==> config.mk <==
export PLATFORM = sky130hd
export DESIGN_NAME = alu_issue_queue
export DESIGN_NICKNAME = d
export VERILOG_FILES = /design/src/rtl/alu_pkg.sv /design/src/rtl/alu_cmd_fifo.sv /design/src/rtl/alu_issue_queue.sv
export SDC_FILE = /design/constraint.sdc
export NUM_CORES = 1
export LEC_CHECK = 0
export BUFFER_PORTS_ARGS = -buffer_cell sky130_fd_sc_hd__buf_2
export CAP_MARGIN = 25
export CORE_UTILIZATION = 25
export DETAILED_ROUTE_END_ITERATION = 10
export PLACE_DENSITY = 0.4
export SLEW_MARGIN = 20
export SYNTH_ARGS = -nofsm -noshare
export SYNTH_HDL_FRONTEND = slang
export SYNTH_SLANG_ARGS = --single-unit
==> constraint.sdc <==
create_clock -name CLK -period 11.6 [get_ports CLK]
set_input_delay 2.32 -clock CLK [delete_from_list [all_inputs] [get_ports CLK]]
set_output_delay 2.32 -clock CLK [all_outputs]
set_load 0.02 [all_outputs]
==> src/rtl/alu_pkg.sv <==
// Shared widths and the command record that the issue queue buffers for the ALU.
package alu_pkg;

  localparam int ALU_CTRL_W = 3;
  localparam int ALU_NUM_W  = 5;
  localparam int ALU_WIDTH  = 32;

  typedef struct packed {
    logic [ALU_CTRL_W-1:0] ctrl;
    logic [ALU_NUM_W-1:0]  num;
    logic [ALU_WIDTH-1:0]  a;
    logic [ALU_WIDTH-1:0]  b;
  } alu_cmd_t;

endpackage

==> src/rtl/alu_cmd_fifo.sv <==
// Synchronous FIFO of ALU commands; the head entry is read straight from registered storage.
module alu_cmd_fifo
  import alu_pkg::*;
#(
  parameter  int DEPTH = 4,
  localparam int AW    = $clog2(DEPTH),
  localparam int CW    = AW + 1
) (
  input  logic          clk,
  input  logic          rst,
  input  logic          wr_en,
  input  alu_cmd_t      wr_data,
  input  logic          rd_en,
  output alu_cmd_t      rd_data,
  output logic          full,
  output logic          empty,
  output logic [CW-1:0] count
);

  alu_cmd_t        mem [DEPTH];
  logic [AW-1:0]   wr_ptr;
  logic [AW-1:0]   rd_ptr;
  logic            wr_fire;
  logic            rd_fire;

  assign full    = (count == CW'(DEPTH));
  assign empty   = (count == '0);
  // Full blocks a push even when a pop happens on the same edge: no pass-through.
  assign wr_fire = wr_en && !full;
  assign rd_fire = rd_en && !empty;
  assign rd_data = mem[rd_ptr];

  always_ff @(posedge clk) begin
    if (rst) begin
      for (int i = 0; i < DEPTH; i++) mem[i] <= '0;
      wr_ptr <= '0;
      rd_ptr <= '0;
      count  <= '0;
    end else begin
      if (wr_fire) begin
        mem[wr_ptr] <= wr_data;
        wr_ptr      <= wr_ptr + 1'b1;
      end
      if (rd_fire) rd_ptr <= rd_ptr + 1'b1;
      case ({wr_fire, rd_fire})
        2'b10:   count <= count + 1'b1;
        2'b01:   count <= count - 1'b1;
        default: count <= count;
      endcase
    end
  end

endmodule

==> src/rtl/alu_issue_queue.sv <==
// Command queue feeding a combinational ALU plus a registered, handshaked result port.
// Optional statistics counters are built when ALU_ISSUE_STATS_EN is defined.
module alu_issue_queue
  import alu_pkg::*;
#(
  parameter  int DEPTH  = 4,
  parameter  int WIDTH  = ALU_WIDTH,
  parameter  int CTRL_W = ALU_CTRL_W,
  parameter  int NUM_W  = ALU_NUM_W,
  localparam int CNT_W  = $clog2(DEPTH) + 1
) (
  input  logic              CLK,
  input  logic              RST,
  input  logic              IN_VALID,
  output logic              IN_READY,
  input  logic [CTRL_W-1:0] IN_CTRL,
  input  logic [NUM_W-1:0]  IN_NUM,
  input  logic [WIDTH-1:0]  IN_A,
  input  logic [WIDTH-1:0]  IN_B,
  output logic [CTRL_W-1:0] CTRL,
  output logic [NUM_W-1:0]  NUM,
  output logic [WIDTH-1:0]  A,
  output logic [WIDTH-1:0]  B,
  input  logic [WIDTH-1:0]  Y,
  output logic              OUT_VALID,
  input  logic              OUT_READY,
  output logic [WIDTH-1:0]  OUT_Y,
`ifdef ALU_ISSUE_STATS_EN
  output logic [15:0]       ISSUE_CNT,
  output logic [15:0]       STALL_CNT,
`endif
  output logic [CNT_W-1:0]  COUNT
);

  // Handshakes: a transfer happens on a rising edge where valid && ready; a
  // valid producer holds its payload until that edge, ready never depends on valid.

  alu_cmd_t wr_cmd;
  alu_cmd_t head;
  logic     full;
  logic     empty;
  logic     fire;

  // Widths below must match alu_pkg; parameters exist for port sizing only.
  assign wr_cmd = '{ctrl: IN_CTRL, num: IN_NUM, a: IN_A, b: IN_B};

  assign IN_READY = !full;
  assign fire     = !empty && (!OUT_VALID || OUT_READY);

  alu_cmd_fifo #(.DEPTH(DEPTH)) u_fifo (
    .clk     (CLK),
    .rst     (RST),
    .wr_en   (IN_VALID),
    .wr_data (wr_cmd),
    .rd_en   (fire),
    .rd_data (head),
    .full    (full),
    .empty   (empty),
    .count   (COUNT)
  );

  assign CTRL = head.ctrl;
  assign NUM  = head.num;
  assign A    = head.a;
  assign B    = head.b;

  always_ff @(posedge CLK) begin
    if (RST) begin
      OUT_VALID <= 1'b0;
      OUT_Y     <= '0;
    end else if (fire) begin
      OUT_VALID <= 1'b1;
      OUT_Y     <= Y;
    end else if (OUT_VALID && OUT_READY) begin
      OUT_VALID <= 1'b0;
    end
  end

`ifdef ALU_ISSUE_STATS_EN
  always_ff @(posedge CLK) begin
    if (RST) begin
      ISSUE_CNT <= '0;
      STALL_CNT <= '0;
    end else begin
      if (fire && ISSUE_CNT != 16'hFFFF) ISSUE_CNT <= ISSUE_CNT + 16'd1;
      if (IN_VALID && !IN_READY && STALL_CNT != 16'hFFFF) STALL_CNT <= STALL_CNT + 16'd1;
    end
  end
`endif

endmodule

# Word-level counts from Yosys, hierarchy flattened
# Memories as Yosys holds them, arrays and structs flattened. A register that Yosys moved wholly into a read port is not among the register bits.
# Cells that the tools add are included.
classes:
  add_sub_neg: 4
  eq_ne: 3
  muxes: 13
  reduce_logical: 12
ops:
  columns: ["op", "n"]
  rows:
  - ["two-way mux 72 bit", 1]
  - ["OR reduction 72 bit", 1]
  - ["two-way mux 1 bit", 8]
  - ["two-way mux 2 bit", 3]
  - ["one-hot mux 3 bit (2 select lines)", 1]
  - ["adder 2 x 1 -> 2 bit, second input constant", 2]
  - ["logical AND 1 bit", 4]
  - ["nonzero test 2 bit", 2]
  - ["adder 3 x 1 -> 3 bit, second input constant", 1]
  - ["== test 3 bit, second input constant", 1]
  - ["zero test 1 bit", 3]
  - ["zero test 3 bit", 1]
  - ["subtractor 3 x 1 -> 3 bit, second input constant", 1]
  - ["== test 2 x 1 -> 1 bit, second input constant", 1]
  - ["== test 2 bit, second input constant", 1]
  - ["logical OR 1 bit", 1]
word_totals:
  regBits: 40
  ramBits: 288
  in_bits: 108
  output_inout_bits: 109
  word_cells: 38
  n_memories: 1
memory_table:
  columns: ["memory", "words", "word_bits", "read_ports", "rd_ports_with_merged_regs", "wr", "line_no", "source"]
  rows:
  - ["u_fifo.mem", 4, 72, 1, 1, 4, "alu_cmd_fifo.sv:20", "alu_cmd_t mem [DEPTH];"]

# Depth between registers and ports, before layout
logic_depth:
  depth_word: 8
  mapped_depth: 9

# Hierarchy
# Synthesis repeated with hierarchy kept, for this count alone.
hier_totals:
  cells_unflattened: 890
  area_unflattened_um2: 14365.0
by_module_without_submodules:
  columns: ["module", "n_inst", "cells_each", "area_per_inst_um2"]
  rows:
  - ["alu_cmd_fifo", 1, 746, 12848.6]
  - ["alu_issue_queue", 1, 144, 1516.5]

# Least setup slack after synthesis
# OpenSTA, ideal clock, no wires.
synth_timing:
  path_type: "input to register"
  startpoint: "input IN_VALID"
  endpoint: "memory u_fifo.mem[1][0] in the netlist's numbering (enable)"
  arrival_ps: 5765
  path_slack_ps: 5318
  cell_stages: 2
  n_path_buf: 0
  path_cell_list: "nand3_1 o21bai_1"
synth_lines:
  columns: ["element", "line_no", "source"]
  rows:
  - ["start, declared", "alu_issue_queue.sv:14", "input logic IN_VALID,"]
  - ["end, declared", "alu_cmd_fifo.sv:20", null]

==> results.sh <==
export IMPL_status="completed"
export IMPL_worstSetupEndpointType="output pin"
export IMPL_cts_tree="built"
export IMPL_whs_ps=474
export IMPL_avgSynthCellArea_um2=15.7
export IMPL_synth_cells=897
export IMPL_cp_arrival_ps=3140
export IMPL_stdcell_area_um2=17300
export IMPL_leakage_nw=6.46
export IMPL_numPortBuffers=216
export IMPL_ir_drop_mv=0.115
export IMPL_numCtsBuffers=41
export IMPL_cts_setup_buffers=0
export IMPL_dieWidth_um=240
export IMPL_p_sw_w=0.00124
export IMPL_cts_resized=0
export IMPL_period_share=0.471
export IMPL_place_congestion=0.674
export IMPL_postPlaceCellArea_um2=16000
export IMPL_swShare=0.325
export IMPL_synth_nets=1007
export IMPL_grt_pass1_wl_um=56200
export IMPL_layout_common_cells="and2_1 (288), edfxtp_1 (288), buf_2 (216)"
export IMPL_max_freq_mhz=183
export IMPL_path_clk_slew_ps=50
export IMPL_first_global_vias=8586
export IMPL_start_util=0.255
export IMPL_synth_edff_count=288
export IMPL_antenna_found_initial=9
export IMPL_synth_area_um2=14100
export IMPL_finalCriticalPeriod_ps=5460
export IMPL_critical_path_required_ps=9280
export IMPL_slew_violations=0
export IMPL_synthArstFlopShare=0
export IMPL_p_comb_frac=0.281
export IMPL_tightest_slew_ps=1020
export IMPL_p_per_area_nw_per_um2=221
export IMPL_crit_type="reg2out"
export IMPL_routed_wl_um=37500
export IMPL_seqPwrFrac=0.411
export IMPL_rsz0062_at_grt="false"
export IMPL_synth_seq_cells=330
export IMPL_synth_cell_type_count=33
export IMPL_hold_buffers=0
export IMPL_min_path_type="reg2reg"
export IMPL_synth_ff_type="edfxtp_1"
export IMPL_skew_ps=19.8
export IMPL_h_tree_depth=2
export IMPL_wl_per_cell_um=19.8
export IMPL_ios=217
export IMPL_crit_chain="buf_4, mux4_2, buf_2"
export IMPL_seq_area_frac_synth=0.672
export IMPL_start_kind="flop"
export IMPL_cap_viol_max_count=0
export IMPL_crit_path_max_fanout=40
export IMPL_viasPerCell=4.26
export IMPL_crit_family="buffers and inverters"
export IMPL_finalNetCount=1218
export IMPL_insertion_delay_ps=560
export IMPL_firstDrtPassIters=4
export IMPL_dp_hpwl_um=20000
export IMPL_cts_root_buf="clkbuf_16"
export IMPL_crit_buf_inv=2
export IMPL_die_h_um=240
export IMPL_clkPwrFrac=0.307
export IMPL_slowest_stage="dfxtp_4"
export IMPL_core_area_um2=55400
export IMPL_setup_viol=0
export IMPL_grt_max_degree=74
export IMPL_hold_viol=0
export IMPL_grt_usage=0.133
export IMPL_fin_setup_tns_ps=0
export IMPL_rows=86
export IMPL_die_area_um2=57400
export IMPL_drive_gt1_frac=0.324
export IMPL_route_detailed_drc=0
export IMPL_clkSinkCount=330
export IMPL_slew_headroom=0.321
export IMPL_drt_iter0_drc=473
export IMPL_cts_buffer_depth=3
export IMPL_area_growth_synth_to_final_pct=22.3
export IMPL_grt_ovfl_total=0
export IMPL_yosysWarnings=0
export IMPL_p_int_w=0.00258
export IMPL_cp_slowest_stage_delay_ps=900
export IMPL_num_vias=8060
export IMPL_fillerInstances=5543
export IMPL_drtAntennaViolNets=0
==> cell usage after synthesis (2+ instances only) <==
cell type / count / area, um^2
clkbuf_1: 33 / 124
inv_1: 5 / 18.8
mux4_2: 72 / 1620
dfxtp_1: 42 / 841
nand2b_1: 2 / 12.5
edfxtp_1: 288 / 8650
xor2_1: 2 / 17.5
or3_1: 2 / 12.5
o21ai_0: 33 / 165
nor4_4: 2 / 42.5
mux2_2: 3 / 33.8
a21oi_1: 36 / 180
nor2_1: 6 / 22.5
o21bai_1: 2 / 15.0
clkbuf_2: 16 / 80.1
nand3b_1: 32 / 240
nand2_1: 2 / 7.51
nor3_2: 2 / 20.0
and2_1: 288 / 1800
buf_2: 10 / 50.1
nor2b_1: 4 / 25.0
buf_1: 4 / 15.0
==> routing by layer <==
layer  up-vias  global-route usage  routed length [um]
li1       3737                   -                   -
met4        10              0.0389                 702
met2       219               0.207               17100
met5         -                   0                  62
met3        56              0.0369                2310
met1      4038               0.179               17300
==> area by class of cell <==
type                    instances  area [um^2]  share of cell area
repair buffers                231         1200              0.0694
inverters                       5         18.8             0.00109
well taps                     748          936              0.0542
multi-input cells             499         4390               0.254
clock buffers                  58         1110              0.0644
clock inverters                18          109             0.00631
diodes                          1         2.50            0.000145
flip-flops and latches        330         9500               0.550
==> final timing paths <==
path              slack (ps)           endpoint  depth (start not counted)              from
setup / recovery        6140              B[21]                          3              flop
setup reg to reg        8260  u_fifo.mem[0][18]                          5  u_fifo.wr_ptr[1]
hold / removal           470          OUT_Y[11]                          2         OUT_Y[11]
hold reg to reg          470          OUT_Y[11]                          2         OUT_Y[11]
==> cell families after synthesis <==
kind of cell | Yosys count | share of synthesized area
compound gates | 74 | 0.0271
xor+xnor | 2 | 0.00124
fa+ha+maj | 2 | 0.00230
buf+inv | 68 | 0.0204
flops | 330 | 0.672
mux | 75 | 0.117
simple gates | 346 | 0.159
==> power groups by stage <==
| stage | clock network [W] | registers (W) | logic [W] |
|---|---|---|---|
| 3_5_place_dp | 0 | 0.00160 | 0.00110 |
| 5_1_grt | 0.00126 | 0.00159 | 0.00117 |
| 2_1_floorplan | 0 | 0.00158 | 0.000732 |
| 4_1_cts | 0.00122 | 0.00158 | 0.00110 |
| 3_3_place_gp | 0 | 0.00160 | 0.00110 |
| 6_report | 0.00117 | 0.00157 | 0.00107 |
==> registers in the layout, indices dropped and copies added (netlist names), named ones only <==
register / cells
u_fifo.mem: 288
u_fifo.count: 3
u_fifo.wr_ptr: 2
OUT_VALID: 1
u_fifo.rd_ptr: 2
OUT_Y: 32
==> worst reg2reg max path, cell delays in order, from the launching register on <==
cell,delay (ps)
dfxtp_1,410
or3_4,440
nor3_4,120
buf_4,710
or2_4,520
buf_4,740
==> metrics by stage <==
| step | util | power [W] | setup slack (ps) | instances |
|---|---|---|---|---|
| 2_1_floorplan | - | 0.00231 | 5320 | 897 |
| 3_3_place_gp | 0.289 | 0.00269 | 5830 | 1812 |
| 3_5_place_dp | 0.289 | 0.00270 | 5800 | 1812 |
| 4_1_cts | 0.311 | 0.00389 | 5960 | 1888 |
| 5_1_grt | 0.311 | 0.00402 | 5840 | 1889 |
| 6_report | 0.311 | 0.00382 | 6140 | 1890 |
Power figures use the tool's default switching activity.
